**config.mk**
```make
export PLATFORM = sky130hd
export DESIGN_NAME = simon_iterative_core_flat
export DESIGN_NICKNAME = d
export VERILOG_FILES = /design/src/rtl/simon_iterative_core_pkg.sv /design/src/rtl/simon_iterative_core_if.sv /design/src/rtl/simon_iterative_core_key_expand.sv /design/src/rtl/simon_iterative_core.sv /design/src/flat_wrapper.sv
export SDC_FILE = /design/constraint.sdc
export NUM_CORES = 2
export LEC_CHECK = 0
export CORE_MARGIN = 2
export CORE_UTILIZATION = 55
export CTS_CLUSTER_DIAMETER = 120
export CTS_CLUSTER_SIZE = 16
export DETAILED_ROUTE_END_ITERATION = 6
export PLACE_DENSITY = 0.73
export RECOVER_POWER = 50
export SLEW_MARGIN = 20
export SYNTH_ARGS = -nofsm -noshare
export SYNTH_HDL_FRONTEND = slang
export SYNTH_SLANG_ARGS = --single-unit
```
**constraint.sdc**
```tcl
create_clock -name clk -period 6 [get_ports clk]
set_clock_uncertainty 0.05 [all_clocks]
set_input_delay 0.6 -clock clk [delete_from_list [all_inputs] [get_ports clk]]
set_output_delay 0.6 -clock clk [all_outputs]
set_load 0.1 [all_outputs]
```
**src/rtl/simon_iterative_core_pkg.sv**
```systemverilog
// Shared definitions for the iterative Simon engine.
// Holds the five 62-bit z constant sequences, width-generic rotate helpers
// (operands carried in 64 bits and masked to the active word size), the Simon
// round function and the control-FSM state encoding.
package simon_iterative_core_pkg;

  localparam int unsigned ZLEN  = 62;
  localparam int unsigned MAXW  = 64;

  typedef enum logic [2:0] {
    ST_NOKEY  = 3'd0,
    ST_EXPAND = 3'd1,
    ST_READY  = 3'd2,
    ST_RUN    = 3'd3,
    ST_DONE   = 3'd4
  } state_e;

  // Sequences written first-element-leftmost, so element i lives at bit 61-i.
  function automatic logic [ZLEN-1:0] z_const(input int unsigned sel);
    logic [ZLEN-1:0] z;
    case (sel)
      1:       z = 62'b10001110111110010011000010110101000111011111001001100001011010;
      2:       z = 62'b10101111011100000011010010011000101000010001111110010110110011;
      3:       z = 62'b11011011101011000110010111100000010010001010011100110100001111;
      4:       z = 62'b11010001111001101011011000100000010111000011001010010011101111;
      default: z = 62'b11111010001001010110000111001101111101000100101011000011100110;
    endcase
    return z;
  endfunction

  function automatic logic z_bit(input int unsigned sel, input logic [5:0] idx);
    logic [ZLEN-1:0] z;
    z = z_const(sel);
    return z[6'd61 - idx];
  endfunction

  function automatic logic [MAXW-1:0] word_mask(input int unsigned w);
    return (w >= MAXW) ? {MAXW{1'b1}} : ((64'd1 << w) - 64'd1);
  endfunction

  // Rotate left by s within a w-bit word held in the low bits of v.
  function automatic logic [MAXW-1:0] rotl(input logic [MAXW-1:0] v,
                                           input int unsigned s,
                                           input int unsigned w);
    logic [MAXW-1:0] a;
    int unsigned     sh;
    a  = v & word_mask(w);
    sh = s % w;
    if (sh == 0) return a;
    return ((a << sh) | (a >> (w - sh))) & word_mask(w);
  endfunction

  function automatic logic [MAXW-1:0] rotr(input logic [MAXW-1:0] v,
                                           input int unsigned s,
                                           input int unsigned w);
    return rotl(v, (w - (s % w)) % w, w);
  endfunction

  // Simon round nonlinearity f(x) = (x<<<1 & x<<<8) ^ x<<<2.
  function automatic logic [MAXW-1:0] round_f(input logic [MAXW-1:0] x,
                                              input int unsigned w);
    return (rotl(x, 1, w) & rotl(x, 8, w)) ^ rotl(x, 2, w);
  endfunction

endpackage

```
**src/rtl/simon_iterative_core_if.sv**
```systemverilog
// Handshake bundle for the Simon engine: key load, input block and output block
// channels, each valid/ready.
//   master : drives key/key_valid, in_block/in_decrypt/in_valid, out_ready
//   slave  : drives key_ready, in_ready, out_block/out_valid
interface simon_iterative_core_if #(
  parameter int unsigned WORD      = 16,
  parameter int unsigned KEY_WORDS = 4
);
  logic [KEY_WORDS*WORD-1:0] key;
  logic                      key_valid;
  logic                      key_ready;
  logic [2*WORD-1:0]         in_block;
  logic                      in_decrypt;
  logic                      in_valid;
  logic                      in_ready;
  logic [2*WORD-1:0]         out_block;
  logic                      out_valid;
  logic                      out_ready;

  modport master (
    output key, key_valid, in_block, in_decrypt, in_valid, out_ready,
    input  key_ready, in_ready, out_block, out_valid
  );

  modport slave (
    input  key, key_valid, in_block, in_decrypt, in_valid, out_ready,
    output key_ready, in_ready, out_block, out_valid
  );
endinterface

```
**src/rtl/simon_iterative_core_key_expand.sv**
```systemverilog
// Simon subkey register file plus the one-subkey-per-cycle expansion generator.
//   clk, rst_n    : clock, async active-low reset (clears the whole file)
//   load_i        : write key words k0..k(m-1) into entries 0..m-1, restart generator
//   key_i         : key, word i at [i*WORD +: WORD]
//   exp_en_i      : produce subkey idx+m this cycle
//   exp_last_c_o  : current expansion step is the final one
//   rd_idx_i      : round-key read index
//   rd_data_c_o   : subkey at rd_idx_i
module simon_iterative_core_key_expand
  import simon_iterative_core_pkg::*;
#(
  parameter  int unsigned WORD      = 16,
  parameter  int unsigned KEY_WORDS = 4,
  parameter  int unsigned ROUNDS    = 32,
  parameter  int unsigned Z_IDX     = 0,
  localparam int unsigned IW        = $clog2(ROUNDS)
) (
  input  logic                      clk,
  input  logic                      rst_n,
  input  logic                      load_i,
  input  logic [KEY_WORDS*WORD-1:0] key_i,
  input  logic                      exp_en_i,
  output logic                      exp_last_c_o,
  input  logic [IW-1:0]             rd_idx_i,
  output logic [WORD-1:0]           rd_data_c_o
);

  localparam int unsigned NEXP = ROUNDS - KEY_WORDS;

  logic [WORD-1:0] file_q [ROUNDS];
  logic [IW-1:0]   idx_q;
  logic [5:0]      zi_q;

  logic [WORD-1:0] k_lo, k_nx, k_hi, tmp_c, new_c;
  logic [IW-1:0]   wr_idx;

  // Next subkey from k[i], k[i+1], k[i+m-1]; z bit from a separate mod-62 counter.
  always_comb begin
    k_lo   = file_q[idx_q];
    k_nx   = file_q[idx_q + IW'(1)];
    k_hi   = file_q[idx_q + IW'(KEY_WORDS - 1)];
    tmp_c  = WORD'(rotr(64'(k_hi), 3, WORD));
    if (KEY_WORDS == 4) tmp_c = tmp_c ^ k_nx;
    new_c  = ~k_lo ^ tmp_c ^ WORD'(rotr(64'(tmp_c), 1, WORD))
           ^ WORD'(z_bit(Z_IDX, zi_q)) ^ WORD'(3);
    wr_idx = idx_q + IW'(KEY_WORDS);
  end

  assign exp_last_c_o = (idx_q == IW'(NEXP - 1));
  assign rd_data_c_o  = file_q[rd_idx_i];

  // Register file and generator counters.
  always_ff @(posedge clk or negedge rst_n) begin
    if (!rst_n) begin
      for (int j = 0; j < ROUNDS; j++) file_q[j] <= '0;
      idx_q <= '0;
      zi_q  <= '0;
    end else if (load_i) begin
      for (int j = 0; j < KEY_WORDS; j++) file_q[j] <= key_i[j*WORD +: WORD];
      idx_q <= '0;
      zi_q  <= '0;
    end else if (exp_en_i) begin
      file_q[wr_idx] <= new_c;
      idx_q          <= idx_q + IW'(1);
      zi_q           <= (zi_q == 6'd61) ? 6'd0 : zi_q + 6'd1;
    end
  end

endmodule

```
**src/rtl/simon_iterative_core.sv**
```systemverilog
// Iterative Simon block cipher engine, one round per clock, encrypt or decrypt.
// A key is expanded once into the subkey file; blocks then reuse it until a new
// key is accepted in NOKEY/READY.
//   clk, rst_n : clock, async active-low reset
//   bus        : slave side of simon_iterative_core_if (key, input and output channels)
// Decryption runs the encryption round with reversed subkeys on swapped halves,
// swapping back on output.
module simon_iterative_core
  import simon_iterative_core_pkg::*;
#(
  parameter int unsigned WORD      = 16,
  parameter int unsigned KEY_WORDS = 4,
  parameter int unsigned ROUNDS    = 32,
  parameter int unsigned Z_IDX     = 0
) (
  input logic                   clk,
  input logic                   rst_n,
  simon_iterative_core_if.slave bus
);

  localparam int unsigned IW = $clog2(ROUNDS);
  localparam int unsigned BW = 2 * WORD;

  state_e          state_q, state_d;
  logic [WORD-1:0] x_q, x_d, y_q, y_d;
  logic            dec_q, dec_d;
  logic [IW-1:0]   r_q, r_d;
  logic [BW-1:0]   ob_q, ob_d;
  logic            key_rdy_q, key_rdy_d;
  logic            in_rdy_q, in_rdy_d;
  logic            ov_q, ov_d;

  logic            load_c, exp_en_c, exp_last_c;
  logic            key_take_c, blk_take_c;
  logic [IW-1:0]   rd_idx_c;
  logic [WORD-1:0] rk_c, fx_c;

  simon_iterative_core_key_expand #(
    .WORD      (WORD),
    .KEY_WORDS (KEY_WORDS),
    .ROUNDS    (ROUNDS),
    .Z_IDX     (Z_IDX)
  ) u_key_expand (
    .clk          (clk),
    .rst_n        (rst_n),
    .load_i       (load_c),
    .key_i        (bus.key),
    .exp_en_i     (exp_en_c),
    .exp_last_c_o (exp_last_c),
    .rd_idx_i     (rd_idx_c),
    .rd_data_c_o  (rk_c)
  );

  // A key offer in READY blocks the input channel in the same cycle.
  assign bus.key_ready = key_rdy_q;
  assign bus.in_ready  = in_rdy_q & ~bus.key_valid;
  assign bus.out_valid = ov_q;
  assign bus.out_block = ob_q;

  assign key_take_c = bus.key_valid & key_rdy_q;
  assign blk_take_c = bus.in_valid & in_rdy_q & ~bus.key_valid;
  assign rd_idx_c   = dec_q ? (IW'(ROUNDS - 1) - r_q) : r_q;
  assign fx_c       = WORD'(round_f(64'(x_q), WORD));

  // Next-state, datapath and registered-output decode.
  always_comb begin
    state_d  = state_q;
    x_d      = x_q;
    y_d      = y_q;
    dec_d    = dec_q;
    r_d      = r_q;
    ob_d     = ob_q;
    load_c   = 1'b0;
    exp_en_c = 1'b0;

    unique case (state_q)
      ST_NOKEY: begin
        if (key_take_c) begin
          load_c  = 1'b1;
          state_d = ST_EXPAND;
        end
      end
      ST_EXPAND: begin
        exp_en_c = 1'b1;
        if (exp_last_c) state_d = ST_READY;
      end
      ST_READY: begin
        if (key_take_c) begin
          load_c  = 1'b1;
          state_d = ST_EXPAND;
        end else if (blk_take_c) begin
          dec_d   = bus.in_decrypt;
          x_d     = bus.in_decrypt ? bus.in_block[WORD-1:0]  : bus.in_block[BW-1:WORD];
          y_d     = bus.in_decrypt ? bus.in_block[BW-1:WORD] : bus.in_block[WORD-1:0];
          r_d     = '0;
          state_d = ST_RUN;
        end
      end
      ST_RUN: begin
        x_d = y_q ^ fx_c ^ rk_c;
        y_d = x_q;
        r_d = r_q + IW'(1);
        if (r_q == IW'(ROUNDS - 1)) begin
          ob_d    = dec_q ? {y_d, x_d} : {x_d, y_d};
          state_d = ST_DONE;
        end
      end
      ST_DONE: begin
        if (bus.out_ready) state_d = ST_READY;
      end
      default: state_d = ST_NOKEY;
    endcase

    key_rdy_d = (state_d == ST_NOKEY) || (state_d == ST_READY);
    in_rdy_d  = (state_d == ST_READY);
    ov_d      = (state_d == ST_DONE);
  end

  always_ff @(posedge clk or negedge rst_n) begin
    if (!rst_n) begin
      state_q   <= ST_NOKEY;
      x_q       <= '0;
      y_q       <= '0;
      dec_q     <= 1'b0;
      r_q       <= '0;
      ob_q      <= '0;
      key_rdy_q <= 1'b0;
      in_rdy_q  <= 1'b0;
      ov_q      <= 1'b0;
    end else begin
      state_q   <= state_d;
      x_q       <= x_d;
      y_q       <= y_d;
      dec_q     <= dec_d;
      r_q       <= r_d;
      ob_q      <= ob_d;
      key_rdy_q <= key_rdy_d;
      in_rdy_q  <= in_rdy_d;
      ov_q      <= ov_d;
    end
  end

endmodule

```
**src/flat_wrapper.sv**
```systemverilog
// flat-port wrapper written by rule: the top's interface ports become plain ports
module simon_iterative_core_flat import simon_iterative_core_pkg::*;
#(
  parameter int unsigned WORD      = 16,
  parameter int unsigned KEY_WORDS = 4,
  parameter int unsigned ROUNDS    = 32,
  parameter int unsigned Z_IDX     = 0
)
  (clk, rst_n, bus_key, bus_key_valid, bus_in_block, bus_in_decrypt, bus_in_valid, bus_out_ready, bus_key_ready, bus_in_ready, bus_out_block, bus_out_valid);
  simon_iterative_core_if #(.WORD(WORD), .KEY_WORDS(KEY_WORDS)) bus_i ();
  input logic clk;
  input logic rst_n;
  input wire logic [$bits(bus_i.key)-1:0] bus_key;
  input wire logic [$bits(bus_i.key_valid)-1:0] bus_key_valid;
  input wire logic [$bits(bus_i.in_block)-1:0] bus_in_block;
  input wire logic [$bits(bus_i.in_decrypt)-1:0] bus_in_decrypt;
  input wire logic [$bits(bus_i.in_valid)-1:0] bus_in_valid;
  input wire logic [$bits(bus_i.out_ready)-1:0] bus_out_ready;
  output wire logic [$bits(bus_i.key_ready)-1:0] bus_key_ready;
  output wire logic [$bits(bus_i.in_ready)-1:0] bus_in_ready;
  output wire logic [$bits(bus_i.out_block)-1:0] bus_out_block;
  output wire logic [$bits(bus_i.out_valid)-1:0] bus_out_valid;
  assign bus_i.key = bus_key;
  assign bus_i.key_valid = bus_key_valid;
  assign bus_i.in_block = bus_in_block;
  assign bus_i.in_decrypt = bus_in_decrypt;
  assign bus_i.in_valid = bus_in_valid;
  assign bus_i.out_ready = bus_out_ready;
  assign bus_key_ready = bus_i.key_ready;
  assign bus_in_ready = bus_i.in_ready;
  assign bus_out_block = bus_i.out_block;
  assign bus_out_valid = bus_i.out_valid;
  simon_iterative_core #(.WORD(WORD), .KEY_WORDS(KEY_WORDS), .ROUNDS(ROUNDS), .Z_IDX(Z_IDX)) u_core (.clk(clk), .rst_n(rst_n), .bus(bus_i));
endmodule
```
# [Word-level counts from Yosys, hierarchy flattened]
# Memory sizes are Yosys's and may differ from the RTL's.
# Cells that the tools add are included.
[word_totals] mem_bits_ro=64 in_bits=102 memories=1 out_inout_bits=35 wordCells=153 ff_bits=599
[memory_table] name="(name not given)" words=64 width=1 read_ports=1 rd_clocked_by_memory_dff=0 write_ports=0 line_no="simon_iterative_core_pkg.sv:34" rtl="return z[6'd61 - idx];"
[classes] mux=46 add_sub_neg=7 eq_ne=11 reduce_logical=11 magnitude_cmp=7 bitwise=27
[ops] op="bitwise mux 512 bit" count=1
[ops] op="2-to-1 mux 512 bit" count=1
[ops] op="binary-select mux 16 bit (select 5 bit)" count=4
[ops] op="2-to-1 mux 16 bit" count=15
[ops] op="XOR 16 bit" count=6
[ops] op="demux 16 bit (select 5 bit)" count=1
[ops] op="2-to-1 mux 64 bit" count=1
[ops] op="one-hot mux 16 bit (2 select lines)" count=2
[ops] op="2-to-1 mux 32 bit" count=1
[ops] op=">= comparator 6 bit (second input constant)" count=5
[ops] op="inverter 5 -> 6 bit" count=5
[ops] op="2-to-1 mux 5 bit" count=5
[ops] op="2-to-1 mux 3 bit" count=6
[ops] op="2-to-1 mux 6 bit" count=3
[ops] op="bitwise AND 16 bit" count=1
[ops] op="inverter 16 bit" count=1
[ops] op="OR 16 x 1 -> 16 bit" count=1
[ops] op="OR 16 x 13 -> 16 bit" count=1
[ops] op="OR 16 x 15 -> 16 bit" count=1
[ops] op="OR 16 x 2 -> 16 bit" count=1
[ops] op="OR 16 x 8 -> 16 bit" count=1
[ops] op="XOR 16 x 1 -> 16 bit" count=1
[ops] op="one-hot mux 3 bit (5 select lines)" count=1
[ops] op="adder 5 x 1 -> 5 bit (second input constant)" count=2
[ops] op="other kinds (26)" count=42

# [Depth between registers and ports, before layout]
[logic_depth] depth_word=14 depth_mapped=19 ltp_nobuf=10

# [Cells and area by module]
# Synthesis repeated with hierarchy kept, for this count alone.
[unflattened] hier_cells=3491 hier_area_um2=41053.1
[by_module_without_submodules] module="simon_iterative_core_key_expand" seq_area_each_um2=13087.6 cells_each=3088 instances=1 area_per_inst_um2=36665.2
[by_module_without_submodules] module="simon_iterative_core" seq_area_each_um2=1901.8 cells_each=403 instances=1 area_per_inst_um2=4388.0

# [Worst setup path after synthesis]
# OpenSTA, ideal clock, no wires.
[synth_timing] kind="register to register" startpoint="reg u_core.u_key_expand.idx_q[0]" endpoint="reg u_core.u_key_expand.file_q[113] (netlist name)" path_stages_with_launch=18 required_time_ps=5817 setup_slack_ps=1601 arrival_time_ps=4216 path_buffers=8 period_less_slack_ps=4399 setup_time_ps=133 path_cell_list="dfrtp_1 > buf_6 > inv_2 > buf_2 > buf_1 > ha_1 > buf_4 > buf_2 > buf_2 > buf_1 > mux4_2 > mux4_2 > nand2_1 > o21ai_0 > xor2_1 > xor2_1 > clkbuf_1 > o21ai_0"
[synth_between] elab_chain_cells=12 word_cells_on_any_way=30 cone_classes="3 x add/sub; 2 x order compare; 12 x mux; 12 x bitwise; 1 x reduce/logical"
[synth_rtl] element="start: declaration" line_no="simon_iterative_core_key_expand.sv:31" rtl="logic [IW-1:0] idx_q;"
[synth_rtl] element="start signal: assignment" line_no="simon_iterative_core_key_expand.sv:64" rtl="idx_q <= idx_q + IW'(1);"
[synth_rtl] element="adder 5 x 2 -> 5 bit" line_no="simon_iterative_core_key_expand.sv:41" rtl="k_hi = file_q[idx_q + IW'(KEY_WORDS - 1)];"
[synth_rtl] element="inverter 5 -> 6 bit (implied by the code)" line_no="simon_iterative_core_key_expand.sv:41"
[synth_rtl] element="binary-select mux 16 bit (select 5 bit)" line_no="simon_iterative_core_key_expand.sv:41"
[synth_rtl] element="2-to-1 mux 16 bit (implied by the code) (2 in a row)" line_no="simon_iterative_core_key_expand.sv:41"
[synth_rtl] element="OR 16 x 13 -> 16 bit" line_no="simon_iterative_core_pkg.sv:50" rtl="return ((a << sh) | (a >> (w - sh))) & word_mask(w);"
[synth_rtl] element="XOR 16 bit" line_no="simon_iterative_core_key_expand.sv:43" rtl="if (KEY_WORDS == 4) tmp_c = tmp_c ^ k_nx;"
[synth_rtl] element="XOR 16 bit / OR 16 x 15 -> 16 bit (equally long branches)" line_no="simon_iterative_core_key_expand.sv:44, simon_iterative_core_pkg.sv:50"
[synth_rtl] element="XOR 16 bit" line_no="simon_iterative_core_key_expand.sv:44" rtl="new_c = ~k_lo ^ tmp_c ^ WORD'(rotr(64'(tmp_c), 1, WORD))"
[synth_rtl] element="XOR 16 x 1 -> 16 bit" line_no="simon_iterative_core_key_expand.sv:45" rtl="^ WORD'(z_bit(Z_IDX, zi_q)) ^ WORD'(3);"
[synth_rtl] element="inverter 2 bit (no line)"
[synth_rtl] element="bitwise mux 512 bit *" line_no="simon_iterative_core_key_expand.sv:63" rtl="file_q[wr_idx] <= new_c;"
[synth_rtl] element="end signal: indexed assignment" line_no="simon_iterative_core_key_expand.sv:63"
[synth_rtl] element="end: declaration" line_no="simon_iterative_core_key_expand.sv:30" rtl="logic [WORD-1:0] file_q [ROUNDS];"
# Every way passes the cells marked *; elsewhere a longest branch is shown, timed or not. The select of a mux whose other input is x is not followed.
# A chain may end at the register's enable or synchronous reset.

# [Worst setup path after layout]
[layout_timing] startpoint="reg u_core.u_key_expand.idx_q[1]" endpoint="reg u_core.u_key_expand.file_q[228] (netlist name)"
[layout_between] elab_chain_cells=11 word_cells_on_any_way=29 cone_classes="3 x add/sub; 2 x order compare; 12 x mux; 11 x bitwise; 1 x reduce/logical"
[layout_rtl] element="adder 5 x 2 -> 5 bit" line_no="simon_iterative_core_key_expand.sv:41"
[layout_rtl] element="inverter 5 -> 6 bit (implied by the code)" line_no="simon_iterative_core_key_expand.sv:41"
[layout_rtl] element="binary-select mux 16 bit (select 5 bit)" line_no="simon_iterative_core_key_expand.sv:41"
[layout_rtl] element="2-to-1 mux 16 bit (implied by the code) (2 in a row)" line_no="simon_iterative_core_key_expand.sv:41"
[layout_rtl] element="OR 16 x 13 -> 16 bit" line_no="simon_iterative_core_pkg.sv:50"
[layout_rtl] element="XOR 16 bit" line_no="simon_iterative_core_key_expand.sv:43"
[layout_rtl] element="XOR 16 bit / OR 16 x 15 -> 16 bit (equally long branches)" line_no="simon_iterative_core_key_expand.sv:44, simon_iterative_core_pkg.sv:50"
[layout_rtl] element="XOR 16 bit" line_no="simon_iterative_core_key_expand.sv:44"
[layout_rtl] element="XOR 16 x 1 -> 16 bit" line_no="simon_iterative_core_key_expand.sv:45"
[layout_rtl] element="bitwise mux 512 bit *" line_no="simon_iterative_core_key_expand.sv:63"
# Marked as above.

==> out/qor.txt <==
Commonest cells post-synth - nand2_1 (941), dfrtp_1 (599), o21ai_0 (537), mux4_2 (463), clkbuf_1 (245)
Core footprint - 73300 µm²
First-pass GRT wire length - 225000 µm
Unrepaired setup endpoints after global routing - no
Tmin final - 5250 ps
Slew Limit Headroom - -167%
Mapped Cells - 3899
Reg area - 15000 µm²
Skew-Pair Late Insertion Delay - 620 ps
Synthesized area - 40900 µm²
Area share of the largest cell type after synthesis - 36.7%
Final #Nets - 3935
Met3 Usage GRT - 14.3%
Final Hold Viols - 60
Worst EP required - 6390 ps
Row cnt - 99
Routed vias/inst - 7.39
Vias - 35330
Detailed Route WL - 150000 µm
Worst Hold Slack - -40.6 ps
Post-synth EDFFs - 0
Main synth FF type - dfrtp_1
Met2 global-route usage - 55.9%
Yosys cell types - 71
# setup viols final - 0
Critical path peak fanout - 23
Synth top area cells - dfrtp_1 (37%), mux4_2 (25%), nand2_1 (8.6%), o21ai_0 (6.6%), mux2i_1 (3.5%)
Clock slew at reported path FFs - 90 ps
TritonCTS clock tree - done
Total global routing overflow - 0
Area post-placement - 43100 µm²
Slew at the pin closest to its max-slew limit - 4010 ps
CP Launch Type - flip-flop
Remaining antenna violation count - 0
Num ports - 137
Final Max Tran Viols - 591
Die area - 76500 µm²
Count leader, synth - nand2_1
Layout cells sized above 1 - 19.8%
Async SR Flop Fraction - 100%
Post-synthesis sequential area ratio - 36.7%
Port Buffer Count - 136
Postcts setup bufs - 0
Area growth, synth to finish - 8.19%
CTS Buf Count - 43
GR peak layer - met2
Hold Crit Class - input pin to asynchronous set/reset pin
Gr usage total - 39.2%
Area of the multi-input gates - 24300 µm²
Iter 0 DRT Violations - 5977
CTS root buf - clkbuf_16
Clock sinks - 599
RePlAce Congestion - 1.01
Final period util - 87.6%
Ys Warns - 0
Syn_nets - 4017
Starting Density - 55.8%
Avg Cell Area, Syn - 10.5 µm²
GR met1 Demand/Resource - 49.9%
Fmax - 0.190 GHz
Setup crit end kind - flip-flop
Worst Path Arrival - 5650 ps
Hold-fix buffers at CTS - 0
Crit Path Class - flip-flop to flip-flop
Largest net degree at the start of global routing - 175
Failing checks - design-rule violations, negative hold slack, max-capacitance violations, max-slew violations
Number of global-route vias before repair - 34003
Post-CTS Resized - 0
Post-DP HPWL - 98500 µm
Drt first pass iters - 7
Synth area leader - dfrtp_1
Fillers - 6008
Max_cap viols - 7
Max Root-Sink Buffers - 3
WL/cell - 31.4 µm
Outcome - finished with violations
H-Tree Depth - 2
Die Ht - 277 µm
Die span in x - 277 µm
Cell area after layout - 44200 µm²
Remaining DRCs - 9
Initial antenna violation count - 7
#FFs+latches synth - 599
Setup TNS - 0 ps
[cell usage in the layout, fill, tap and decap left out, types with 12 or more instances in the layout]
| master | netlist | layout |
|---|---|---|
| a32oi_1 | 21 | 21 |
| inv_1 | 24 | 22 |
| a221oi_1 | 24 | 24 |
| buf_12 | 0 | 12 |
| a21o_1 | 16 | 16 |
| o22ai_1 | 16 | 16 |
| clkbuf_16 | 0 | 45 |
| a211oi_1 | 21 | 21 |
| ha_1 | 16 | 15 |
| nand2_1 | 941 | 933 |
| dfrtp_1 | 599 | 595 |
| mux2_2 | 29 | 29 |
| a21oi_1 | 35 | 33 |
| a22oi_1 | 79 | 79 |
| clkdlybuf4s50_1 | 0 | 133 |
| mux2i_1 | 141 | 139 |
| buf_4 | 25 | 112 |
| o221ai_1 | 17 | 17 |
| nor2_1 | 45 | 42 |
| o21ai_0 | 537 | 537 |
| nand3_1 | 177 | 177 |
| o21ai_2 | 30 | 32 |
| mux4_2 | 463 | 463 |
| a31oi_1 | 22 | 22 |
| xnor2_1 | 72 | 63 |
| nand4_1 | 40 | 40 |
[worst max-delay path, stage by stage, from the launching register on]
cell and delay, ps:
dfrtp_4 460, buf_4 400, ha_1 650, xor2_4 840, mux4_2 630, mux2_2 330
xor2_1 270, xnor2_1 150, xnor2_2 810, buf_4 340, o21ai_0 110
[final cells by class]
cell class                      count  share of cell area [%]
Multi-Input combinational cell   2881                    54.9
Clock buffer                       47                    2.56
Timing Repair Buffer              266                    5.60
Tap cell                          959                    2.71
Inverter                           26                   0.221
Clock inverter                      2                  0.0848
Antenna cell                        2                  0.0113
Sequential cell                   599                    33.9
[state kept, by name, indices dropped and copies added (netlist names)]
signal	flops
u_core.bus.key_ready	1
u_core.bus.out_block	32
u_core.bus.out_valid	1
u_core.dec_q	1
u_core.in_rdy_q	1
u_core.r_q	5
u_core.state_q	3
u_core.u_key_expand.file_q	512
u_core.u_key_expand.idx_q	5
u_core.u_key_expand.zi_q	6
u_core.x_q	16
u_core.y_q	16
[per-layer routing]
layer  vias up  part of all wire (%)
met5         -                 0.051
met4        12                   8.9
met3       767                    15
met2      2976                    42
met1     17291                    34
li1      14284                     -
[metrics by stage]
step	worst slack (ps)	instances	util, %
after floorplan	1600	3899	-
after global placement	877	4730	58.8
after detailed placement	731	4730	58.8
after CTS	667	4779	60.4
after global routing	499	4780	60.3
final	746	4782	60.3
[worst paths after layout]
check,startpoint,endpoint,slack [ps],depth (start not counted)
setup / recovery,u_core.u_key_expand.idx_q[1],u_core.u_key_expand.file_q[228],750,10
hold / removal,rst_n,u_core.u_key_expand.file_q[474],-40,1
setup reg to reg,u_core.u_key_expand.idx_q[1],u_core.u_key_expand.file_q[228],750,10
hold reg to reg,u_core.bus.out_block[8],u_core.bus.out_block[8],430,1
max in group asynchronous,rst_n,u_core.u_key_expand.file_q[387],1380,2
min in group clk,u_core.bus.out_block[8],u_core.bus.out_block[8],430,1
[cells by family (layout without fill, tap and decap cells)]
logic type | Yosys count | in the layout | share of synthesized area (%)
simple gates | 1263 | 1263 | 12.8
compound gates | 856 | 856 | 12.5
mux | 635 | 635 | 29.9
flops | 599 | 599 | 36.7
buf+inv | 419 | 341 | 4.66
xor+xnor | 111 | 111 | 3.04
fa+ha+maj | 16 | 16 | 0.490
other cells | 0 | 2 | 0
Power is left out: the tool's default activity adds up to more than one toggle a clock period on the data nets, which glitch-free logic cannot reach.
